$ cat config.mk
export PLATFORM = sky130hd
export DESIGN_NAME = fma_dot_seq
export DESIGN_NICKNAME = d
export VERILOG_FILES = /design/src/rtl/fma_dot_seq.sv
export SDC_FILE = /design/constraint.sdc
export NUM_CORES = 1
export LEC_CHECK = 0
export CORE_ASPECT_RATIO = 0.5
export CORE_MARGIN = 3
export CORE_UTILIZATION = 46
export CTS_BUF_LIST = sky130_fd_sc_hd__clkbuf_8
export CTS_CLUSTER_DIAMETER = 60
export DETAILED_ROUTE_END_ITERATION = 6
export PLACE_DENSITY = 0.8
export SKIP_CTS_REPAIR_TIMING = 1
export SYNTH_ARGS = -nofsm -noshare
export SYNTH_HDL_FRONTEND = slang
export SYNTH_SLANG_ARGS = --single-unit
$ cat constraint.sdc
create_clock -name clk -period 2.6 [get_ports clk]
set_input_delay 0.52 -clock clk [delete_from_list [all_inputs] [get_ports clk]]
set_output_delay 0.52 -clock clk [all_outputs]
set_load 0.02 [all_outputs]
$ cat src/rtl/fma_dot_seq.sv
// -----------------------------------------------------------------------------
// fma_dot_seq
//   Sequencer that computes a dot product by driving a single-precision FMA
//   unit through its start/done handshake: acc = a_i*b_i + acc, with acc
//   seeded by a bias. This block does no floating-point math itself.
//
// Optional feature macro: FMA_DOT_TIMEOUT_EN
//   Defined   -> a watchdog aborts a stuck FMA wait after TIMEOUT_CYC cycles,
//                finishing with dot_err = 1 and the partial sum.
//   Undefined -> no watchdog; dot_err is tied low.
//
// Ports
//   clk, rst_n             clock (rising edge), async active-low reset
//   cmd_start, len, bias   command: element count (clamped to N_MAX), seed
//   elem_valid/ready/a/b   element-pair stream handshake
//   fma_start, fma_a/b/c   issue pulse and operands to the FMA (a*b + c)
//   fma_result, fma_done   FMA answer and completion pulse
//   busy                   command in progress
//   dot_done, dot_result   one-cycle completion pulse, held final sum
//   dot_err                watchdog timeout flag, valid with dot_done
// -----------------------------------------------------------------------------
module fma_dot_seq #(
    parameter int N_MAX       = 16,
    parameter int LEN_W       = 5,
    parameter int TIMEOUT_CYC = 255
) (
    input  logic             clk,
    input  logic             rst_n,
    input  logic             cmd_start,
    input  logic [LEN_W-1:0] len,
    input  logic [31:0]      bias,
    input  logic             elem_valid,
    input  logic [31:0]      elem_a,
    input  logic [31:0]      elem_b,
    output logic             elem_ready,
    output logic             fma_start,
    output logic [31:0]      fma_a,
    output logic [31:0]      fma_b,
    output logic [31:0]      fma_c,
    input  logic [31:0]      fma_result,
    input  logic             fma_done,
    output logic             busy,
    output logic             dot_done,
    output logic [31:0]      dot_result,
    output logic             dot_err
);

    typedef enum logic [2:0] {
        IDLE,
        WAIT_ELEM,
        ISSUE,
        WAIT_FMA,
        FINISH
    } state_t;

    localparam logic [LEN_W-1:0] LEN_MAX = LEN_W'(N_MAX);

    state_t           state, state_nxt;
    logic [LEN_W-1:0] len_q;
    logic [LEN_W-1:0] count;
    logic [LEN_W-1:0] count_inc;
    logic [LEN_W-1:0] len_clamped;
    logic [31:0]      acc;
    logic             last_elem;
    logic             timeout;

    assign len_clamped = (len > LEN_MAX) ? LEN_MAX : len;
    assign count_inc   = count + LEN_W'(1);
    assign last_elem   = (count_inc == len_q);

`ifdef FMA_DOT_TIMEOUT_EN
    localparam int WD_W = $clog2(TIMEOUT_CYC + 1);

    logic [WD_W-1:0] wdog;

    // Counter sits at zero outside WAIT_FMA, so it is cleared on every entry.
    // Firing at TIMEOUT_CYC-1 puts FINISH exactly TIMEOUT_CYC cycles after entry.
    assign timeout = (state == WAIT_FMA) && !fma_done &&
                     (wdog == WD_W'(TIMEOUT_CYC - 1));

    always_ff @(posedge clk or negedge rst_n) begin
        if (!rst_n) begin
            wdog    <= '0;
            dot_err <= 1'b0;
        end else begin
            wdog <= (state == WAIT_FMA) ? wdog + WD_W'(1) : '0;
            if (state == IDLE && cmd_start) begin
                dot_err <= 1'b0;
            end else if (timeout) begin
                dot_err <= 1'b1;
            end
        end
    end
`else
    logic unused_timeout_cfg;

    assign unused_timeout_cfg = ^TIMEOUT_CYC;
    assign timeout            = 1'b0;
    assign dot_err            = 1'b0;
`endif

    // NOTE: state and datapath registers use non-blocking assignments so every
    // flop samples pre-edge values, independent of process ordering.
    always_ff @(posedge clk or negedge rst_n) begin
        if (!rst_n) begin
            state <= IDLE;
        end else begin
            state <= state_nxt;
        end
    end

    // NOTE: every output of this block is given a default first, so no path
    // through the case statement can leave one unassigned and infer a latch.
    always_comb begin
        state_nxt  = state;
        elem_ready = 1'b0;
        fma_start  = 1'b0;
        dot_done   = 1'b0;
        busy       = (state != IDLE);
        unique case (state)
            IDLE: begin
                if (cmd_start) begin
                    state_nxt = (len_clamped == '0) ? FINISH : WAIT_ELEM;
                end
            end
            WAIT_ELEM: begin
                elem_ready = 1'b1;
                if (elem_valid) begin
                    state_nxt = ISSUE;
                end
            end
            ISSUE: begin
                fma_start = 1'b1;
                state_nxt = WAIT_FMA;
            end
            WAIT_FMA: begin
                if (fma_done) begin
                    state_nxt = last_elem ? FINISH : WAIT_ELEM;
                end else if (timeout) begin
                    state_nxt = FINISH;
                end
            end
            FINISH: begin
                dot_done  = 1'b1;
                state_nxt = IDLE;
            end
            default: state_nxt = IDLE;
        endcase
    end

    // dot_result is loaded on the edge that enters FINISH so that it is
    // already valid during the dot_done cycle, then held until the next one.
    always_ff @(posedge clk or negedge rst_n) begin
        if (!rst_n) begin
            len_q      <= '0;
            count      <= '0;
            acc        <= '0;
            fma_a      <= '0;
            fma_b      <= '0;
            fma_c      <= '0;
            dot_result <= '0;
        end else begin
            unique case (state)
                IDLE: begin
                    if (cmd_start) begin
                        len_q <= len_clamped;
                        acc   <= bias;
                        count <= '0;
                        if (len_clamped == '0) begin
                            dot_result <= bias;
                        end
                    end
                end
                WAIT_ELEM: begin
                    if (elem_valid) begin
                        fma_a <= elem_a;
                        fma_b <= elem_b;
                        fma_c <= acc;
                    end
                end
                WAIT_FMA: begin
                    if (fma_done) begin
                        acc   <= fma_result;
                        count <= count_inc;
                        if (last_elem) begin
                            dot_result <= fma_result;
                        end
                    end else if (timeout) begin
                        dot_result <= acc;
                    end
                end
                default: ;
            endcase
        end
    end

endmodule

# Word-level counts from Yosys, hierarchy flattened
# Cells that the tools add are included.
# classes
reduce_logical	9
magnitude_cmp	1
n_mux	21
eq_ne	10
add_sub_neg	1
# ops
operator	count
$mux 32	6
$pmux 32 s2	2
$mux 3	5
$mux 5	3
$pmux 3 s4	1
$ne 2x2->1 const B	5
$pmux 5 s2	1
$eq 3x2->1 const B	2
$reduce_and 3->1	2
$add 5x1->5 const B	1
$eq 5x5->1	1
$gt 5x5->1 const B	1
$logic_not 5->1	1
$reduce_and 5->1	1
$reduce_and 2->1	2
$eq 3x1->1 const B	1
$eq 3x3->1 const B	1
$logic_not 3->1	1
$mux 1	3
$reduce_bool 3->1	1
$reduce_bool 2->1	1
# totals
output_inout_bits	133
register_bits	173

# Longest topological paths before layout
# logic_depth
ltp_word	6
depth_mapped	7
depth_no_buf	6

# Least setup slack after synthesis
# Ideal clock, no wire load.
# synth_path
path_type	input to register
from	in len[1]
to	reg dot_result[18]
required_time_ps	2477
path_stages	6
path_slack_ps	543
setup_ps	123
arrival_time_ps	1934
cell_sequence	or4_1 -> o21ai_1 -> nand3_1 -> clkbuf_1 -> or2_2 -> o221a_1
# synth_between
elab_chain_len	5
# synth_rtl
element	line	text
from (decl)	30	input logic [LEN_W-1:0] len,
$gt 5x5->1	67	assign len_clamped = (len > LEN_MAX) ? LEN_MAX : len;
$mux 5 (*)	67	
$logic_not 5->1 (*)	169	if (len_clamped == '0) begin
$ne 2x2->1 (no line) (*)	--	
$reduce_and 5->1 (no line) (*)	--	
to (signal assigned)	170	dot_result <= bias;
to (signal assigned)	186	dot_result <= fma_result;
to (decl)	44	output logic [31:0] dot_result,
# Mark *: on every way between the ends. The rest lies on a longest branch, timed or not.
# A chain may end at the register's enable or synchronous reset.

# Final worst setup path
# layout_path
from	reg state[2]
to	out elem_ready
# layout_between
elab_chain_len	2
# layout_rtl
element	line	text
from (decl)	58	state_t state, state_nxt;
from (signal assigned)	108	state <= state_nxt;
$eq 3x1->1	120	unique case (state)
$mux 1	120	
to (decl)	35	output logic elem_ready,
# Every way passes these cells.

==> results.md <==
- Outcome: completed
- Synth warn: 0
- Max Cap Viol: 0
- Register area: 4330 µm²
- Antenna diodes: 0
- CTS H-tree lvls: 4
- Initial Util: 48.66%
- DRC: 0
- Core area: 14930 µm²
- Maximum operating frequency: 403.9 MHz
- Worst-Margin Slew: 0.6963 ns
- Die W: 183.8 µm
- Routed WL per cell: 18.97 µm
- Num rows: 31
- Post-layout util: 71.47%
- Cell Pwr Density: 1297 nW/µm²
- Die height: 94.88 µm
- CTS tree: yes
- Nets: 955
- First-pass GRT wire length: 30790 µm
- Root buffer cell: clkbuf_8
- RD Place Congestion: 0.8843
- Buffers added on ports: 269
- Final setup viols: 0
- Placed Area: 10300 µm²
- Routed vias/inst: 5.300
- Synth Flop Type: dfrtp_1
- Hold violation total from the final report: 0
- Area of the multi-input gates: 2770 µm²
- Startpoint Class: flop
- Period utilization: 95.21%
- Fill count: 1048
- Gate Count Post-Synth: 540
- Crit end category: output pin
- Final wirelength: 19480 µm
- Latest clock arrival within the worst-skew pair: 0.44 ns
- Syn_area_per_cell: 13.46 µm²
- Final instance area: 10670 µm²
- DR pass1 iterations: 4
- Post-DP HPWL: 14500 µm
- EDFF count, synth: 0
- Synth cell types: 42
- Slew headroom: 53.58%
- Vias in the first global route: 5751
- Antenna Nets Post-Route: 0
- Setup CP Type: flop to output pin
- Initial antenna violation count: 0
- Leak: 4.412 nW
- Post-route minimum period: 2.476 ns
- Peak VDD IR: 710.5 µV
- Clock transition at path regs: 0.10 ns
- Maximum fanout along the worst path: 7
- Grt ovf: 0
- Initial detailed-routing violation count: 251
- Die area: 17430 µm²
- GRT Total Usage: 22.43%
- WP data required: 2.08 ns
- Final Max Slew Viols: 0
- FFs w/ async S/R, synth: 100.0%
- Num ports: 271
- Layout cell share with drive strength beyond 1: 21.71%
- Worst Hold Class: input pin to async pin
- Pin count of the biggest net entering global routing: 74
- Syn Nets: 679
- Clk_skew: 0.01271 ns
- CP arrival: 1.96 ns
- Post-synthesis register bit count: 173
- Sequential fraction of the synthesis area: 59.57%
- Synth Cell Area: 7267 µm²
- # clock sinks: 173
- P&R area growth vs syn: 46.87%
- Via Count: 5443
- Clk buf depth: 2
- Cts bufs inserted: 17
## cell usage in the layout, fill, tap and decap left out, drive strengths merged, types with 2 or more instances in the layout
cell type / netlist / routed
clkinvlp: 0 / 5
o21ai: 10 / 10
inv: 1 / 8
nand3: 7 / 7
nor3b: 2 / 2
mux2: 97 / 97
nor3: 2 / 2
and3: 2 / 2
nand2: 13 / 13
xor2: 4 / 4
clkbuf: 11 / 18
nand2b: 4 / 4
clkdlybuf4s50: 0 / 268
clkinv: 0 / 2
xnor2: 2 / 2
buf: 25 / 25
nor2: 35 / 35
or2: 21 / 21
o211a: 2 / 2
o221a: 32 / 32
mux2i: 33 / 33
dfrtp: 173 / 173
nand3b: 14 / 14
a21oi: 35 / 35
nor2b: 3 / 3
## metrics by stage
stage          total power [mW]    TNS [ns]  cells  setup WS (ns)  hold WS (ns)
3_3_place_gp              11.94  -0.0004294    995     -0.0004294        0.4856
3_5_place_dp              12.18     -0.1785    995       -0.03197        0.4916
2_1_floorplan             8.824           0    540         0.5434        0.2244
5_1_grt                   14.64    -0.01075   1027       -0.01075        0.1017
4_1_cts                   13.96    -0.09892   1027       -0.09892       0.09302
6_report                  13.85           0   1027         0.1244       0.09822
## metal layers
layer	up-vias	part of all wire (%)	routed length, µm	track usage, %
met2	157	51	9963	39.85
met3	29	5.3	1039	4.232
met4	0	1.9	376	7.102
li1	2496	-	-	-
met1	2761	42	8104	28.20
met5	-	0	0	0
## worst paths after layout
| kind | to | startpoint | cells after the start | slack, ns |
|---|---|---|---|---|
| min in group clk | fma_a[15] | fma_a[15] | 1 | 0.51 |
| setup / recovery | elem_ready | state[2] | 3 | 0.12 |
| hold reg to reg | fma_a[15] | fma_a[15] | 1 | 0.51 |
| max in group asynchronous | fma_b[4] | rst_n | 2 | 1.81 |
| hold / removal | dot_result[4] | rst_n | 1 | 0.1 |
| setup reg to reg | dot_result[13] | count[0] | 7 | 0.44 |
## logic make-up (layout without fill, tap and decap cells)
logic type,after synthesis,after routing,share of synthesized area [%]
buffers and inverters,37,326,2.583
DFF,173,173,59.57
xor gates and xnor gates,7,7,1.033
other,1,1,0.05160
AOI/OAI and AO/OA,85,85,9.366
muxes,130,130,19.58
adders and majority gates,1,1,0.1721
and+or+nand+nor,106,106,7.645
## registers in the layout (all words and copies together), names as in the netlist
name / count
acc: 32
count: 5
dot_result: 32
fma_a: 32
fma_b: 32
fma_c: 32
len_q: 5
state: 3
## synthesized netlist by cell type, types with 2 or more instances
cell      count  share of area (%)
a21oi_1      34                2.3
and3_1        2               0.17
buf_1         3               0.15
buf_2        18                1.2
buf_6         3               0.46
clkbuf_1     11               0.57
dfrtp_1     173                 60
mux2_2       97                 15
mux2i_1      33                4.5
nand2_1      13               0.67
nand2b_1      4               0.34
nand3_1       7               0.48
nand3b_1     14                1.4
nor2_1       35                1.8
nor2b_1       3               0.26
nor3_1        2               0.14
nor3b_1       2               0.21
o21ai_0       9               0.62
o221a_1      29                4.5
o221a_2       3               0.46
or2_0         4               0.34
or2_2        17                1.5
xnor2_1       2               0.24
xor2_1        4               0.48
## area by class of cell
cell class	instances	share of cell area (%)
clock buffers	18	2.321
clock inverters	14	1.043
inverters	1	0.03517
multi-input cells	330	25.96
flip-flops and latches	173	40.57
well taps	198	2.321
repair buffers	293	27.75
## worst max-delay path, stage by stage (launching register included)
cell             delay, ns
dfrtp_1               0.50
nor2b_4               0.21
nor2b_1               0.19
clkdlybuf4s50_1       0.62
## report_power, final
group / internal (mW) / switching [mW] / total (mW)
Clock: 0.704 / 1.04 / 1.75
Sequential: 4.05 / 0.816 / 4.87
Combinational: 3.81 / 3.42 / 7.23
Note: power is estimated with default switching activity, not from simulation.
